===== src/rtl/spi_slave_param.sv =====
// SPI slave with a parameterisable word length and SPI mode.
// The SPI pins are synchronised into the clk domain and edges are detected
// there, so sclk must stay high and low for at least two clk periods. Each
// received word is echoed back on the next word unless the host has loaded
// a word through the tx holding register.
module spi_slave_param #(
    parameter int WIDTH     = 8,
    parameter int CPOL      = 0,
    parameter int CPHA      = 0,
    parameter int SS_ACTIVE = 1
) (
    input  logic             clk,
    input  logic             rst,
    input  logic             sclk,
    input  logic             ss,
    input  logic             mosi,
    output logic             miso,
    output logic [WIDTH-1:0] rx_data,
    output logic             rx_valid,
    input  logic [WIDTH-1:0] tx_data,
    input  logic             tx_load,
    output logic             tx_ready,
    output logic             frame_err,
    output logic             busy
);

    localparam int               CNT_W     = $clog2(WIDTH);
    localparam logic [CNT_W-1:0] LAST_BIT  = CNT_W'(WIDTH - 1);
    localparam logic             SCLK_IDLE = (CPOL != 0);
    localparam logic             SS_ON     = (SS_ACTIVE != 0);

    // p0/p1 are the synchroniser flops, p2 is the edge-detect delay flop
    logic sclk_p0, sclk_p1, sclk_p2;
    logic ss_p0, ss_p1, ss_p2;
    logic mosi_p0, mosi_p1;

    logic [CNT_W-1:0] bit_cnt;
    logic [WIDTH-1:0] rx_shift;
    logic [WIDTH-1:0] tx_shift;
    logic [WIDTH-1:0] hold;
    logic             hold_full;
    logic             skip_shift;

    logic             sclk_rise, sclk_fall;
    logic             lead_edge, trail_edge;
    logic             sample_edge, shift_edge;
    logic             ss_on_edge, ss_off_edge;
    logic             word_done, boundary;
    logic [WIDTH-1:0] rx_word;

    assign busy        = (ss_p1 == SS_ON);
    assign sclk_rise   = sclk_p1 & ~sclk_p2;
    assign sclk_fall   = ~sclk_p1 & sclk_p2;
    assign lead_edge   = (CPOL != 0) ? sclk_fall : sclk_rise;
    assign trail_edge  = (CPOL != 0) ? sclk_rise : sclk_fall;
    assign sample_edge = busy & ((CPHA != 0) ? trail_edge : lead_edge);
    assign shift_edge  = busy & ((CPHA != 0) ? lead_edge : trail_edge);
    assign ss_on_edge  = busy & (ss_p2 != SS_ON);
    assign ss_off_edge = ~busy & (ss_p2 == SS_ON);
    assign word_done   = sample_edge & (bit_cnt == LAST_BIT);
    assign rx_word     = {rx_shift[WIDTH-2:0], mosi_p1};
    assign boundary    = ss_on_edge | word_done;
    assign tx_ready    = ~hold_full;
    assign miso        = busy & tx_shift[WIDTH-1];

    // Pin synchronisers; reset parks them at idle levels so release makes no edge
    always_ff @(posedge clk or negedge rst) begin
        if (!rst) begin
            sclk_p0 <= SCLK_IDLE;
            sclk_p1 <= SCLK_IDLE;
            sclk_p2 <= SCLK_IDLE;
            ss_p0   <= ~SS_ON;
            ss_p1   <= ~SS_ON;
            ss_p2   <= ~SS_ON;
            mosi_p0 <= 1'b0;
            mosi_p1 <= 1'b0;
        end else begin
            sclk_p0 <= sclk;
            sclk_p1 <= sclk_p0;
            sclk_p2 <= sclk_p1;
            ss_p0   <= ss;
            ss_p1   <= ss_p0;
            ss_p2   <= ss_p1;
            mosi_p0 <= mosi;
            mosi_p1 <= mosi_p0;
        end
    end

    // Receive path: shift on sample edges, publish full words, flag partial deselects
    always_ff @(posedge clk or negedge rst) begin
        if (!rst) begin
            bit_cnt   <= '0;
            rx_shift  <= '0;
            rx_data   <= '0;
            rx_valid  <= 1'b0;
            frame_err <= 1'b0;
        end else begin
            rx_valid  <= 1'b0;
            frame_err <= 1'b0;
            if (ss_off_edge) begin
                if (bit_cnt != '0) begin
                    frame_err <= 1'b1;
                end
                bit_cnt <= '0;
            end else if (sample_edge) begin
                rx_shift <= rx_word;
                if (bit_cnt == LAST_BIT) begin
                    rx_data  <= rx_word;
                    rx_valid <= 1'b1;
                    bit_cnt  <= '0;
                end else begin
                    bit_cnt <= bit_cnt + 1'b1;
                end
            end
        end
    end

    // Transmit path: reload at word boundaries (holding word or echo), shift on shift edges.
    // The first shift edge after a reload is swallowed when it would otherwise
    // push the fresh MSB out before the master has sampled it.
    always_ff @(posedge clk or negedge rst) begin
        if (!rst) begin
            tx_shift   <= '0;
            hold_full  <= 1'b0;
            skip_shift <= 1'b0;
        end else begin
            if (boundary) begin
                if (hold_full) begin
                    tx_shift  <= hold;
                    hold_full <= 1'b0;
                end else begin
                    tx_shift <= word_done ? rx_word : rx_data;
                end
                skip_shift <= word_done | (CPHA != 0);
            end else if (shift_edge) begin
                if (skip_shift) begin
                    skip_shift <= 1'b0;
                end else begin
                    tx_shift <= {tx_shift[WIDTH-2:0], 1'b0};
                end
            end
            if (tx_load && !hold_full) begin
                hold_full <= 1'b1;
            end
        end
    end

    // Holding register contents; only meaningful while hold_full is set
    always_ff @(posedge clk) begin
        if (tx_load && !hold_full) begin
            hold <= tx_data;
        end
    end

endmodule


===== config.mk =====
export PLATFORM = sky130hd
export DESIGN_NAME = spi_slave_param
export DESIGN_NICKNAME = d
export VERILOG_FILES = /design/src/rtl/spi_slave_param.sv
export SDC_FILE = /design/constraint.sdc
export NUM_CORES = 1
export LEC_CHECK = 0
export ABC_AREA = 1
export CAP_MARGIN = 15
export CORE_MARGIN = 3
export CORE_UTILIZATION = 56
export CTS_BUF_LIST = sky130_fd_sc_hd__clkbuf_8
export CTS_CLUSTER_SIZE = 14
export DETAILED_ROUTE_END_ITERATION = 6
export GPL_ROUTABILITY_DRIVEN = 0
export MAX_ROUTING_LAYER = met4
export PLACE_DENSITY = 0.81
export SYNTH_ARGS = -nofsm -noshare
export SYNTH_HDL_FRONTEND = slang
export SYNTH_SLANG_ARGS = --single-unit

===== constraint.sdc =====
create_clock -name clk -period 2.15 [get_ports clk]
set_input_delay 0.3225 -clock clk [delete_from_list [all_inputs] [get_ports clk]]
set_output_delay 0.3225 -clock clk [all_outputs]
set_load 0.005 [all_outputs]

==> impl_results.md <==
* Status: finished, final reports clean
* Layout cells sized above 1 at 0.0957
* Slew @ Worst Pin at between 400 and 500 ps
* Period Utilization, post-route at 0.882
* Drt via density at 5.14
* Yosys reg bits at 46
* Critical path startpoint category: register
* Yosys warns at 0
* Worst path required time at 2350 ps
* PortBufs at 26
* CP Max Fanout at 12
* Mapped cell area at 0.00197 mm²
* Drt drc at 0
* Core area at 0.00320 mm²
* Top cell type's share of synthesized area at 0.483
* Hold Crit Class: register to register
* Post-synth ARST share at 0.826
* First-pass GRT wire length at approximately 6.8 mm
* # clock sinks at 46
* H-tree Lvls at 2
* Pwr Density at ~900 mW/mm²
* RSZ-0062 raised after global routing: false
* Clock transition at path regs at roughly 80 ps
* Initial antenna violation count at 0
* Clock power frac at 0.358
* Syn nets at ~220
* Count of pins over their slew limit at 0
* Largest net degree at the start of global routing at 39
* Ys flop type: dfrtp_1
* Endpoint type of the worst setup path: register
* Die width at around 65 µm
* Endpoints failing setup at 0
* Arrival time at the worst endpoint at around 2100 ps
* Num rows at 20
* Diodes inserted at 0
* Clock Latency Late Sink at 300 ps
* Setup CP Type: register to register
* Initial Utilization at 0.614
* CTS Buffer Depth at 2
* Hold buffer count at cts at 0
* Placed cell area at roughly 0.0022 mm²
* Hpwl dp at ~2.9 mm
* Avg Cell Area, Syn at approximately 9.8 µm²
* Overall die height at 65.3 µm
* Max Freq at 527 MHz
* P_sw at 527 µW
* Die area at ~0.0043 mm²
* Static leakage power at 1.14 nW
* Overflow after GRT at 0
* Post-DRT Antenna Nets at 0
* Count leader, synth: nand2_1
* Fin area at approximately 0.0024 mm²
* Worst VDD drop at 0.616 mV
* Seq/Total Area, Yosys at 0.605
* Fill count at 250
* Total track usage at 0.220
* Top cells by count, synth: 46 x nand2_1, 38 x dfrtp_1, 24 x inv_1
* I/O pin count at 27
* Max Cap Viol at 0
* Net Sw Frac at 0.245
* TritonCTS Buffers at 5
* Number of DRC markers in iteration 0 at between 100 and 150
* CTS resizes at 0
* Area delta synth->final at 21.3%
* Post-synth EDFFs at 8
* Crit path time final at between 1500 and 2000 ps
* Final WL at ~4 mm
* Clk_skew at roughly 7.6 ps
* Post-CTS setup buffer count at 0
* Final nets at between 200 and 250
* DR vias at 1409
* Cell accounting for the most synthesized area: dfrtp_1
* Synth top area cells: dfrtp_1 48%, edfxtp_1 12%, nand2_1 8.8%
* Syn Inst Count at 200
* Final Hold Fails at 0
* Int Power at about 1.6 mW
* Setup TNS at 0 ps
* Gate power share at 0.144
* Seq pwr share at 0.498
* Pre-Repair DR Iteration Count at 4
* CTS tree: done
* Worst reg-to-reg path cell count at 10
* Rel. slew slack at 0.688
* Vias in the first global route at about 1500
* Detailed-route wire length per cell at about 15 µm
* Hold Crit Depth at 0
* Post-synth cell types at 26
* CTS root buffer: clkbuf_8
final cells by class:
cell class              count  area, µm²  share of cell area
clock inverters             2       60.1              0.0252
multi-input cells         122        622               0.260
flip-flops and latches     46       1190               0.499
clock buffers               6       82.6              0.0346
repair buffers             29        283               0.118
well taps                  44       55.1              0.0231
inverters                  25       93.8              0.0393
cells by family after synthesis:
kind of cell,after synthesis,share of synthesized area
fa+ha+maj,3,0.0191
simple gates,91,0.210
flops,46,0.605
compound gates,28,0.0865
buf+inv,32,0.0788
flip-flops by register name (all words and copies together), names as in the netlist, 3 cells and up:
name,count
bit_cnt,3
rx_data,8
rx_shift,7
tx_shift,8
hold,8
critical path, stage by stage, from the launching register on:
cell and delay (ps):
dfrtp_1 400, ha_1 170, ha_1 350, nand4_4 230, buf_4 240, inv_1 90, nand2_1 50, nand3_1 80
nand2_1 80, nand2_1 80, inv_1 40
per-layer routing:
metal  share of wire  track usage
met1            0.44        0.275
met2            0.49        0.348
met3           0.058       0.0513
met4           0.018       0.0881
met5               0            -
stage by stage:
stage	cells	hold WS, ps	worst slack [ps]	total power [mW]	util
floorplan	200	26.9	553	1.25	-
global placement	266	340	391	1.37	0.701
detailed placement	266	338	294	1.40	0.701
CTS	274	362	250	2.17	0.745
global route	274	373	127	2.26	0.745
finish	274	358	253	2.16	0.745
cells in the final DEF, fill, tap and decap left out:
cell and count:
nand3_1 16, edfxtp_1 8, bufinv_16 2, dfrtp_1 38, nand4_4 1, inv_1 24, nand4_1 1, a21oi_2 3
ha_1 3, inv_2 1, nor2_4 1, nand2_2 1, clkdlybuf4s50_1 26, nand2_1 46, and2_1 4, nand2_4 1
clkbuf_8 6, a22oi_1 5, buf_4 3, nor2_1 18, or2_2 1, o21ai_0 15, o21ai_2 1, nor2_2 1
a21oi_1 3, o21a_1 1
worst paths after layout:
path	from	endpoint	slack, ps
setup / recovery	bit_cnt[0]$_DFFE_PN0P_	tx_shift[7]$_DFFE_PN0P_	250
hold / removal	mosi_p0$_DFF_PN0_	mosi_p1$_DFF_PN0_	360
setup reg to reg	bit_cnt[0]$_DFFE_PN0P_	tx_shift[7]$_DFFE_PN0P_	250
hold reg to reg	mosi_p0$_DFF_PN0_	mosi_p1$_DFF_PN0_	360
max in group asynchronous	rst	bit_cnt[0]$_DFFE_PN0P_	1370
min in group asynchronous	rst	rx_data[5]$_DFFE_PN0P_	460
power groups by stage:
stage	Sequential, mW	Combinational (mW)	Clock, mW
final	1.07	0.311	0.772
after global routing	1.09	0.351	0.826
after CTS	1.07	0.312	0.785
after detailed placement	1.09	0.308	0
after global placement	1.08	0.289	0
after floorplan	1.06	0.187	0
No activity file was read; power rests on OpenSTA's default activity.
